--- src/rtl/fpnew_pkg.sv ---
// Shared FPU types plus helpers for the result write-back queue.
package fpnew_pkg;

  // IEEE 754 exception flags; NV is the most significant bit.
  typedef struct packed {
    logic NV;
    logic DZ;
    logic OF;
    logic UF;
    logic NX;
  } status_t;

  localparam int unsigned NUM_FFLAGS = 5;

  // Widest pointer the queue can need (Depth is at most 16).
  localparam int unsigned WB_PTR_W = 4;

  // Circular pointer increment.
  // Wraps explicitly at depth-1, so it also works when depth is not a power of two.
  function automatic logic [WB_PTR_W-1:0] wb_ptr_inc(input logic [WB_PTR_W-1:0] ptr,
                                                     input int unsigned depth);
    if (32'(ptr) == depth - 1) return '0;
    return ptr + 1'b1;
  endfunction

endpackage

--- src/rtl/fpnew_wb_storage.sv ---
// Entry array for the write-back queue: one write port, one asynchronous read port.
// The data is deliberately not reset; the occupancy counter decides validity.
module fpnew_wb_storage #(
  parameter int unsigned EntW  = 8,
  parameter int unsigned Depth = 4,
  parameter int unsigned AddrW = 2
) (
  input  logic             clk_i,
  input  logic             we,
  input  logic [AddrW-1:0] waddr,
  input  logic [EntW-1:0]  wdata,
  input  logic [AddrW-1:0] raddr,
  output logic [EntW-1:0]  rdata
);

  logic [EntW-1:0] mem_q [Depth];

  // Capture the pushed entry.
  always_ff @(posedge clk_i) begin
    if (we) mem_q[waddr] <= wdata;
  end

  assign rdata = mem_q[raddr];

endmodule

--- src/rtl/fpnew_wb_queue.sv ---
// FPU result write-back queue with sticky fflags accumulation and flush.
// Optional macro FPNEW_WB_BYPASS_EN: when the queue is empty, an incoming
// result is presented at the output in the same cycle. If it is accepted
// there, it retires without being written into storage.
module fpnew_wb_queue
  import fpnew_pkg::*;
#(
  parameter int unsigned Width   = 64,
  parameter type         TagType = logic,
  parameter int unsigned Depth   = 4
) (
  input  logic             clk_i,
  input  logic             rst_i,
  input  logic             flush_i,
  input  logic [Width-1:0] in_result_i,
  input  status_t          in_status_i,
  input  TagType           in_tag_i,
  input  logic             in_valid_i,
  output logic             in_ready_o,
  output logic [Width-1:0] out_result_o,
  output status_t          out_status_o,
  output TagType           out_tag_o,
  output logic             out_valid_o,
  input  logic             out_ready_i,
  output status_t          fflags_o,
  input  logic             fflags_clr_i,
  output logic             busy_o
);

  localparam int unsigned TagW  = $bits(TagType);
  localparam int unsigned EntW  = Width + NUM_FFLAGS + TagW;
  localparam int unsigned AddrW = $clog2(Depth);
  localparam int unsigned CntW  = $clog2(Depth + 1);

  logic [AddrW-1:0] wr_q, wr_d, rd_q, rd_d;
  logic [CntW-1:0]  cnt_q, cnt_d;
  status_t          fflags_q, fflags_d;
  logic [EntW-1:0]  wdata, rdata;
  logic             empty, full, bypass, push, pop, retire;

  assign empty = (cnt_q == '0);
  assign full  = (cnt_q == CntW'(Depth));

`ifdef FPNEW_WB_BYPASS_EN
  assign bypass = empty & in_valid_i;
`else
  assign bypass = 1'b0;
`endif

  assign in_ready_o  = ~full;
  assign out_valid_o = ~empty | bypass;
  assign busy_o      = ~empty;
  assign fflags_o    = fflags_q;

  // A bypassed result that is accepted immediately never touches storage.
  assign push   = in_valid_i & in_ready_o & ~(bypass & out_ready_i);
  assign pop    = ~empty & out_ready_i;
  assign retire = out_valid_o & out_ready_i;

  assign wdata = {in_result_i, in_status_i, in_tag_i};
  assign {out_result_o, out_status_o, out_tag_o} =
      bypass ? {in_result_i, in_status_i, in_tag_i} : rdata;

  fpnew_wb_storage #(
    .EntW  (EntW),
    .Depth (Depth),
    .AddrW (AddrW)
  ) i_storage (
    .clk_i (clk_i),
    .we    (push & ~flush_i),
    .waddr (wr_q),
    .wdata (wdata),
    .raddr (rd_q),
    .rdata (rdata)
  );

  // Next-state logic for pointers, occupancy and sticky flags.
  // A flush discards the cycle's push and pop but leaves the flags alone.
  always_comb begin
    wr_d     = wr_q;
    rd_d     = rd_q;
    cnt_d    = cnt_q;
    fflags_d = fflags_q;
    if (fflags_clr_i) fflags_d = '0;
    if (flush_i) begin
      wr_d  = '0;
      rd_d  = '0;
      cnt_d = '0;
    end else begin
      if (push) wr_d = AddrW'(wb_ptr_inc(WB_PTR_W'(wr_q), Depth));
      if (pop)  rd_d = AddrW'(wb_ptr_inc(WB_PTR_W'(rd_q), Depth));
      if (push && !pop)      cnt_d = cnt_q + 1'b1;
      else if (pop && !push) cnt_d = cnt_q - 1'b1;
      // OR-ing into the already-cleared value lets flags from a same-cycle pop survive a clear.
      if (retire) fflags_d = fflags_d | out_status_o;
    end
  end

  // State registers with synchronous reset.
  always_ff @(posedge clk_i) begin
    if (rst_i) begin
      wr_q     <= '0;
      rd_q     <= '0;
      cnt_q    <= '0;
      fflags_q <= '0;
    end else begin
      wr_q     <= wr_d;
      rd_q     <= rd_d;
      cnt_q    <= cnt_d;
      fflags_q <= fflags_d;
    end
  end

endmodule

--- config.mk ---
export PLATFORM = sky130hd
export DESIGN_NAME = fpnew_wb_queue
export DESIGN_NICKNAME = d
export VERILOG_FILES = /design/src/rtl/fpnew_pkg.sv /design/src/rtl/fpnew_wb_storage.sv /design/src/rtl/fpnew_wb_queue.sv
export SDC_FILE = /design/constraint.sdc
export NUM_CORES = 1
export LEC_CHECK = 0
export CELL_PAD_IN_SITES_DETAIL_PLACEMENT = 0
export CELL_PAD_IN_SITES_GLOBAL_PLACEMENT = 2
export CORE_MARGIN = 2
export CORE_UTILIZATION = 46
export CTS_CLUSTER_SIZE = 14
export DETAILED_ROUTE_END_ITERATION = 6
export PLACE_DENSITY_LB_ADDON = 0.1
export SYNTH_ARGS = -nofsm -noshare
export SYNTH_HDL_FRONTEND = slang
export SYNTH_SLANG_ARGS = --single-unit
--- constraint.sdc ---
create_clock -name clk_i -period 17.41 [get_ports clk_i]
set_clock_uncertainty 0.05 [all_clocks]
set_input_delay 4.3525 -clock clk_i [delete_from_list [all_inputs] [get_ports clk_i]]
set_output_delay 4.3525 -clock clk_i [all_outputs]
set_load 0.03 [all_outputs]
==> flow_metrics.env <==
export IMPL_cts_made_buffers=29
export IMPL_nets=688
export IMPL_multi_input_comb_area_um2=1940
export IMPL_critPathMaxFanout=46
export IMPL_coreArea_um2=23300
export IMPL_synth_cells=430
export IMPL_worst_pin_slew_ns=1.12
export IMPL_drt_total_wl_um=19700
export IMPL_grt_max_degree=71
export IMPL_drc=0
export IMPL_grt_ovfl_total=0
export IMPL_setup_ws_ns=9.67
export IMPL_via_count=4902
export IMPL_routed_via_density=5.20
export IMPL_max_freq_mhz=129
export IMPL_cts_resized=0
export IMPL_htree_levels=1
export IMPL_clk_insertion_delay_late_ns=0.53
export IMPL_regArea_um2=8700
export IMPL_cp_arrival_ns=3.34
export IMPL_drive_above_1_share_pct=19.1
export IMPL_drv_cap=0
export IMPL_antenna_cells=0
export IMPL_min_period_ns=7.74
export IMPL_antenna_found_initial=0
export IMPL_rsz0062_at_grt="false"
export IMPL_area_delta_synth_final_pct=25.0
export IMPL_reg2reg_slack_ns=14.87
export IMPL_whs_path_depth=1
export IMPL_status="finished clean"
export IMPL_hp_class="reg2reg"
export IMPL_die_area_um2=24800
export IMPL_post_drt_wl_per_cell_um=20.9
export IMPL_io_buffers=153
export IMPL_synthesis_nets=513
export IMPL_hold_end="fflags_o[3]$_SDFF_PP0_"
export IMPL_drtIter0Drc=279
export IMPL_fillerInstances=1742
export IMPL_clk_path_buf_depth=3
export IMPL_synth_top_area_share_pct=77.7
export IMPL_hold_viol=0
export IMPL_cts_setup_buffers=0
export IMPL_yosys_warnings=0
export IMPL_grt_pass1_wl_um=29600
export IMPL_cts_tree="yes"
export IMPL_busiest_layer="met2"
export IMPL_dr_pass1_iters=4
export IMPL_final_antenna_net_count=0
export IMPL_hold_buffers=0
export IMPL_powerDensity_nw_per_um2=110
export IMPL_die_w_um=157
export IMPL_slew_headroom_pct=25.6
export IMPL_r2r_cells=3
export IMPL_netlist_top_cells_area="edfxtp_1 (78%), mux4_2 (14%), dfxtp_1 (2.6%)"
export IMPL_gp_congestion=0.667
export IMPL_synth_seq_cells=294
export IMPL_syn_area_per_cell_um2=25.2
export IMPL_clock_root_buffer="clkbuf_16"
export IMPL_vdd_drop_max_uv=68.9
export IMPL_path_clk_slew_ns=0.06
export IMPL_initial_core_util_pct=46.5
export IMPL_grt_pass1_vias=5211
export IMPL_io_pins=154
export IMPL_clock_sinks=294
export IMPL_track_usage_pct=16.0
export IMPL_place_hpwl_um=11400
export IMPL_grtUsageMet2_pct=27.9
export IMPL_crit_type="reg2out"
export IMPL_yosys_area_top_type="edfxtp_1"
export IMPL_worstSetupStartpointType="flip-flop"
export IMPL_cp_required_ns=13.01
export IMPL_ys_types=26
export IMPL_end_kind="output pin"
export IMPL_maxSlewViolCount=0
export IMPL_regToRegEndpoint="fflags_o[3]$_SDFF_PP0_"
export IMPL_fin_setup_tns_ns=0
export IMPL_finalCritPeriodShare_pct=44.5
export IMPL_die_h_um=157
export IMPL_min_from="fflags_o[3]$_SDFF_PP0_"
export IMPL_use_met1_pct=20.2
export IMPL_rows=56
export IMPL_met3_usage_pct=4.16
export IMPL_power_leakage_nw=4.25
export IMPL_yosysSeqAreaShare_pct=80.3
export IMPL_place_ws_ns=10.08
export IMPL_setup_viol=0
export IMPL_mappedNetlistArea_um2=10800
[worst max-delay path, cell delays in order (launching register included)]
cell and delay [ns]:
dfxtp_4 0.67, buf_4 0.84, mux4_1 0.65, clkdlybuf4s50_1 0.61
[logic make-up after synthesis]
| logic type | after synthesis | synth area share [%] |
|---|---|---|
| multiplexers | 72 | 14.9 |
| adder cells (fa/ha/maj) | 7 | 0.879 |
| flip-flops | 294 | 80.3 |
| AO/OA/AOI/OAI | 13 | 0.844 |
| buffers and inverters | 24 | 1.96 |
| XOR/XNOR | 2 | 0.162 |
| AND/OR/NAND/NOR | 18 | 0.960 |
[area by class of cell]
class	count	share of cell area [%]
Sequential cell	294	64.3
Clock buffer	44	6.01
Tap cell	319	2.95
Inverter	6	0.167
Multi-Input combinational cell	112	14.3
Clock inverter	6	0.398
Timing Repair Buffer	162	11.8
[worst max-delay path by stage]
stage / from / cells after the start / to / slack (ns)
after floorplan: in_valid_i / 2 / i_storage.mem_q[1][0]$_DFFE_PP_ / 7.14
after global placement: flip-flop / 3 / out_status_o[3] / 10.08
after detailed placement: flip-flop / 3 / out_tag_o / 10.08
after CTS: flip-flop / 3 / out_result_o[0] / 9.51
after global routing: flip-flop / 3 / out_result_o[63] / 9.37
final: flip-flop / 3 / out_result_o[0] / 9.67
[cell usage after synthesis]
master	instances
edfxtp_1	280
mux4_2	67
dfxtp_1	14
buf_2	7
buf_12	6
ha_1	6
inv_1	6
a22o_1	5
nor3b_1	5
a21oi_1	4
nor2_1	4
mux4_1	3
o21ai_0	3
or3_1	3
buf_4	2
clkbuf_1	2
mux2i_1	2
nand2_1	2
xor2_1	2
buf_6	1
fa_1	1
nand3_1	1
nor2_2	1
o31ai_2	1
or2_2	1
or4_1	1
[registers in the layout, indices dropped and copies added, names as in the netlist, named ones only]
name / cells
rd_q: 2
cnt_q: 3
wr_q: 2
i_storage.mem_q: 280
fflags_o: 5
[cells in the final DEF, fill, tap and decap left out, types with 2 or more instances in the layout]
| cell type | synthesis | final |
|---|---|---|
| nand2_1 | 2 | 2 |
| clkbuf_16 | 0 | 29 |
| or3_1 | 3 | 3 |
| o21ai_0 | 3 | 3 |
| buf_4 | 2 | 9 |
| a22o_1 | 5 | 5 |
| clkbuf_8 | 0 | 3 |
| edfxtp_1 | 280 | 280 |
| clkbuf_1 | 2 | 12 |
| nor3b_2 | 0 | 4 |
| xor2_1 | 2 | 2 |
| nor2_1 | 4 | 4 |
| inv_1 | 6 | 6 |
| dfxtp_4 | 0 | 2 |
| dfxtp_1 | 14 | 12 |
| ha_1 | 6 | 6 |
| mux4_2 | 67 | 67 |
| a21oi_1 | 4 | 4 |
| clkinv_1 | 0 | 4 |
| clkdlybuf4s50_1 | 0 | 153 |
| mux2i_1 | 2 | 2 |
| mux4_1 | 3 | 3 |
[through the flow]
stage	power, mW	cell area [um^2]	hold slack, ns	util [%]	std cells
floorplan	0.884	10800	0.413	-	430
global placement	0.937	12700	0.415	54.4	893
detailed placement	0.940	12700	0.418	54.4	893
CTS	1.51	13500	0.432	58.1	943
global route	1.55	13500	0.441	58.1	943
finish	1.49	13500	0.431	58.1	943
[routing by layer]
layer | up-vias | part of all wire [%] | wire length [um]
met5 | - | 0 | 0
met4 | 0 | 1.4 | 266
met3 | 26 | 6.2 | 1220
met2 | 123 | 51 | 10100
met1 | 2567 | 41 | 8110
li1 | 2186 | - | -
[where the power goes]
group          internal [mW]  total [mW]  switching, mW
logic                 0.0606       0.127         0.0662
clock network          0.333       0.570          0.237
registers              0.790       0.796        0.00628
Note: power is estimated with default switching activity, not from simulation.
